`src/rtl/motor_pwm_phase_dt.sv`:
```
// Single-phase complementary PWM with dead-time insertion for one half-bridge.
// Ports: iCLK clock, iENABLE async active-low reset/enable, iPERIOD/iDUTY/
//   iDEADBAND/iCOUNTER SIZE-bit control inputs, oPAD_P/oPAD_N registered gates.
module motor_pwm_phase_dt #(
   parameter int SIZE = 16
) (
   input  logic            iCLK,
   input  logic            iENABLE,
   input  logic [SIZE-1:0] iPERIOD,
   input  logic [SIZE-1:0] iDUTY,
   input  logic [SIZE-1:0] iDEADBAND,
   input  logic [SIZE-1:0] iCOUNTER,
   output logic            oPAD_P,
   output logic            oPAD_N
);

   typedef enum logic [1:0] {
      ST_OFF  = 2'd0,
      ST_HIGH = 2'd1,
      ST_LOW  = 2'd2,
      ST_DEAD = 2'd3
   } state_t;

   state_t          r_state;
   state_t          w_next;
   logic [SIZE-1:0] r_dead;
   logic [SIZE-1:0] w_dead_next;
   logic            w_demand;
   logic            w_db_zero;
   logic            r_pad_p;
   logic            r_pad_n;

   // A counter above the period (incl. the all-ones idle value) never demands.
   assign w_demand  = (iCOUNTER < iDUTY) && (iCOUNTER <= iPERIOD);
   assign w_db_zero = (iDEADBAND == '0);

   always_comb begin
      w_next      = r_state;
      w_dead_next = r_dead;
      unique case (r_state)
         ST_OFF: begin
            if (w_db_zero) begin
               w_next = w_demand ? ST_HIGH : ST_LOW;
            end else begin
               w_next      = ST_DEAD;
               w_dead_next = SIZE'(1);
            end
         end
         ST_HIGH: begin
            if (!w_demand) begin
               if (w_db_zero) begin
                  w_next = ST_LOW;
               end else begin
                  w_next      = ST_DEAD;
                  w_dead_next = SIZE'(1);
               end
            end
         end
         ST_LOW: begin
            if (w_demand) begin
               if (w_db_zero) begin
                  w_next = ST_HIGH;
               end else begin
                  w_next      = ST_DEAD;
                  w_dead_next = SIZE'(1);
               end
            end
         end
         ST_DEAD: begin
            // r_dead counts low cycles already elapsed; exit side is the
            // demand at expiry, not the side that turned off.
            if (r_dead >= iDEADBAND) begin
               w_next = w_demand ? ST_HIGH : ST_LOW;
            end else if (r_dead != '1) begin
               w_dead_next = r_dead + SIZE'(1);
            end
         end
         default: begin
            w_next = ST_OFF;
         end
      endcase
   end

   always_ff @(posedge iCLK or negedge iENABLE) begin
      if (!iENABLE) begin
         r_state <= ST_OFF;
         r_dead  <= '0;
         r_pad_p <= 1'b0;
         r_pad_n <= 1'b0;
      end else begin
         r_state <= w_next;
         r_dead  <= w_dead_next;
         // Pads are flops decoded from the next state so they never glitch.
         r_pad_p <= (w_next == ST_HIGH);
         r_pad_n <= (w_next == ST_LOW);
      end
   end

   assign oPAD_P = r_pad_p;
   assign oPAD_N = r_pad_n;

endmodule

```
`config.mk`:
```
export PLATFORM = sky130hd
export DESIGN_NAME = motor_pwm_phase_dt
export DESIGN_NICKNAME = d
export VERILOG_FILES = /design/src/rtl/motor_pwm_phase_dt.sv
export SDC_FILE = /design/constraint.sdc
export NUM_CORES = 1
export LEC_CHECK = 0
export CAP_MARGIN = 20
export CORE_MARGIN = 2
export CORE_UTILIZATION = 48
export DETAILED_ROUTE_END_ITERATION = 8
export GPL_TIMING_DRIVEN = 0
export PLACE_DENSITY = 0.87
export SYNTH_ARGS = -nofsm -noshare
export SYNTH_HDL_FRONTEND = slang
export SYNTH_SLANG_ARGS = --single-unit
```
`constraint.sdc`:
```
create_clock -name iCLK -period 3.2 [get_ports iCLK]
set_clock_uncertainty 0.05 [all_clocks]
set_input_delay 0.48 -clock iCLK [delete_from_list [all_inputs] [get_ports iCLK]]
set_output_delay 0.48 -clock iCLK [all_outputs]
set_load 0.1 [all_outputs]
```
==> flow_summary_export.csv <==
group,metric,value,unit
timing,period_needed,3.07,ns
drt,drt_wl_total,5950,µm
timing,hold_viol,0,
place,dpl.cell_count,401,
timing,setup_violations,0,
global_routing,grt_util_met3,3.04,%
final_layout,multiInputGateArea,1550,µm²
synthesis,synthMuxAreaShare,0,%
hold_path,hp-class,"reg2reg",
floorplan,die_w,72.8,µm
final_layout,regArea,500,µm²
synthesis,syn_area_per_cell,8.11,µm²
synthesis,synth_top_family_by_area,"adder cells",
global_routing,grtUsageMet2,42.0,%
run,cap_violations,0,
synthesis,ys_seq_area_share,22.0,%
drt,num_vias,2335,
floorplan,die_h,72.8,µm
cts,clk_latency,0.26,ns
final_layout,layout-drive-gt1-share,3.70,%
synthesis,synthXorXnorAreaFrac,0,%
timing,finalCritPeriodShare,96.0,%
synthesis,async_reset_ff_share,100,%
critical_path,endpoint_kind,"register",
synthesis,yosys.area.top_type,"ha_1",
drt,drtIter0Drc,108,
synthesis,ys.flop_type,"dfrtp_1",
synthesis,ys_warn_count,0,
synthesis,syn-num-nets,394,
final_layout,area_delta_synth_final,35.0,%
critical_path,max_stage_delay,0.53,ns
synthesis,synth_seq_cells,20,
drt,drc,0,
synthesis,netlist_instances,280,
timing,relSlewSlack,32.8,%
cts,postCtsSetupRepairBufs,0,
synthesis,synthTopCellsByCount,"50 x inv_1, 48 x ha_1, 22 x nand2_1",
timing,rsz0062_at_grt,"false",
critical_path,r2r_slack,0.47,ns
synthesis,synthTopCellsByArea,"ha_1 26%, dfrtp_1 22%, inv_1 8.3%, a21oi_1 4.6%, a21o_1 4.3%",
global_routing,antenna_found_initial,0,
floorplan,coreArea,4630,µm²
critical_path,path_cells,"clkdlybuf4s50_1, inv_1, ha_1, and4_1, nand2b_1, or4_1, o211a_1, a21boi_4, or3b_4, nand3_4, buf_8, o2bb2ai_1",
run_status,status,"finished, final reports clean",
cts,cts_buffers,3,
final_layout,nNetsFinal,466,
global_routing,grt_pass1_vias,2283,
floorplan,row_count,25,
global_routing,met1_usage,27.9,%
critical_path,crit_buf_inv,3,
power,finalPower,1.83,mW
synthesis,synth.top_cell.area_share,26.4,%
power,irDropWorstVdd,0.000568,V
critical_path,crit_arrival,3.20,ns
cts,cts_tree,"built",
global_routing,grtUsageTotal,22.9,%
critical_path,start_kind,"input port",
synthesis,ys_types,40,
global_routing,grt_pass1_wl,9740,µm
final_layout,finalNonFillerCells,405,
synthesis,syn_area,2270,µm²
drt,drtAntennaViolNets,0,
final_layout,diodes,0,
cts,clock_sinks,20,
place,place_hpwl,4930,µm
cts,htree_num_levels,1,
power,pwr_density_cell,596,nW/µm²
timing,tightest_slew,1.00,ns
timing,tns,0,ns
global_routing,gr-total-overflow,0,
floorplan,start_util,49.1,%
final_layout,fillCellCount,377,
synthesis,synth_compound_area_share,21.1,%
synthesis,synth_fa_ha_area_share,26.4,%
place,gp_congestion,0.872,
drt,vias_per_cell,5.77,
critical_path,critical_path.max_fanout,10,
drt,firstDrtPassIters,4,
synthesis,yosysMostFrequentCell,"inv_1",
timing,fin_ws,0.128,ns
timing,fmax,325,MHz
cts,clk_pin_slew_worst_paths,0.08,ns
floorplan,io_pins,68,
synthesis,yosys.area_share.simple,20.8,%
final_layout,final_core_util,66.2,%
global_routing,grt_max_degree,21,
place,port-buffer-count,67,
global_routing,busiest_layer,"met2",
critical_path,cp.required,3.33,ns
synthesis,synth-edff-count,0,
power,leakage,1.54,nW
cts,root_buffer,"clkbuf_8",
critical_path,critPathTopFamily,"simple AND/OR/NAND/NOR gates",
floorplan,dieArea,5300,µm²
place,pre_cts_ws,-0.119,ns
cts,clockBufferDepth,2,
critical_path,cp_slowest_cell,"or4_1",
timing,maxSlewViolCount,0,
critical_path,criticalPathCategory,"in2reg",
drt,wl_per_cell,14.7,µm
[area by class of cell]
class | count | area share [%]
Multi-Input combinational cell | 205 | 50.6
Timing Repair Buffer | 67 | 21.9
Sequential cell | 20 | 16.3
Inverter | 50 | 6.12
Tap cell | 54 | 2.20
Clock buffer | 4 | 1.80
Buffer | 5 | 1.06
[repair_timing]
action                     in CTS  in global routing
gates resized for setup         0                  4
setup endpoints to repair       0                 12
hold buffers                    0                  0
[metal layers]
| metal | share of wire, % | vias up |
|---|---|---|
| met5 | 0 | - |
| met4 | 1.7 | 0 |
| met3 | 7.8 | 12 |
| met2 | 49 | 89 |
| met1 | 42 | 1074 |
| li1 | - | 1160 |
[logic make-up (layout without fill, tap and decap cells)]
logic type               count (synthesis)  count (layout)
buffers and inverters                   55             126
flip-flops                              20              20
AND/OR/NAND/NOR                         86              86
adder cells (fa/ha/maj)                 48              48
AO/OA/AOI/OAI                           71              71
[worst register-to-register path, stage by stage, from the launching register on]
cell	delay [ns]
dfrtp_1	0.43
inv_1	0.07
ha_1	0.26
nand2b_1	0.13
a21oi_1	0.14
o21ai_0	0.09
a211oi_1	0.28
o21ai_1	0.15
buf_2	0.21
o211ai_1	0.28
nand3_4	0.17
buf_8	0.18
a21o_1	0.18
[report_power, final]
group	total, mW	switching [mW]	internal, mW
combinational	1.07	0.584	0.490
clock	0.192	0.0830	0.109
sequential	0.561	0.184	0.377
total	1.83	0.851	0.977
[worst paths after layout]
| kind | from | end | cells after the start |
|---|---|---|---|
| max in group asynchronous | iENABLE | r_dead[10] | 1 |
| min in group asynchronous | iENABLE | r_dead[1] | 1 |
| min reg2reg | r_dead[0] | r_dead[0] | 1 |
| max | iDUTY[11] | r_dead[1] | 12 |
| min | r_dead[0] | r_dead[0] | 1 |
| max reg2reg | r_dead[0] | r_dead[8] | 12 |
[layout by cell type (no fill, tap or decap), drive strengths merged, types with 2 or more instances in the layout]
master         netlist  routed
and4                 2       2
o31ai                8       8
o211ai               4       4
clkbuf               3       6
clkdlybuf4s50        0      67
o21ai               10      10
buf                  2       3
inv                 50      50
nor3                 2       2
o211a                2       2
o22ai                3       3
nand2b               4       4
nand4               12      12
nand2               22      22
nor3b                2       2
a21o                13      13
dfrtp               20      20
nor4                 5       5
nor2                 6       6
a21oi               21      21
ha                  48      48
or2                  4       4
a211o                2       2
or4                  2       2
or3                  4       4
nand3               17      17
o41ai                2       2
[registers in the layout (all words and copies together) (netlist names)]
signal,count
oPAD_N,1
oPAD_P,1
r_dead,16
r_state,2
[metrics by stage]
stage,hold slack [ns],area [µm²]
6_report,0.505,3070
5_1_grt,0.538,3070
4_1_cts,0.510,3060
3_5_place_dp,0.500,3010
3_3_place_gp,0.486,3010
2_1_floorplan,0.134,2270
Power figures use the tool's default switching activity.
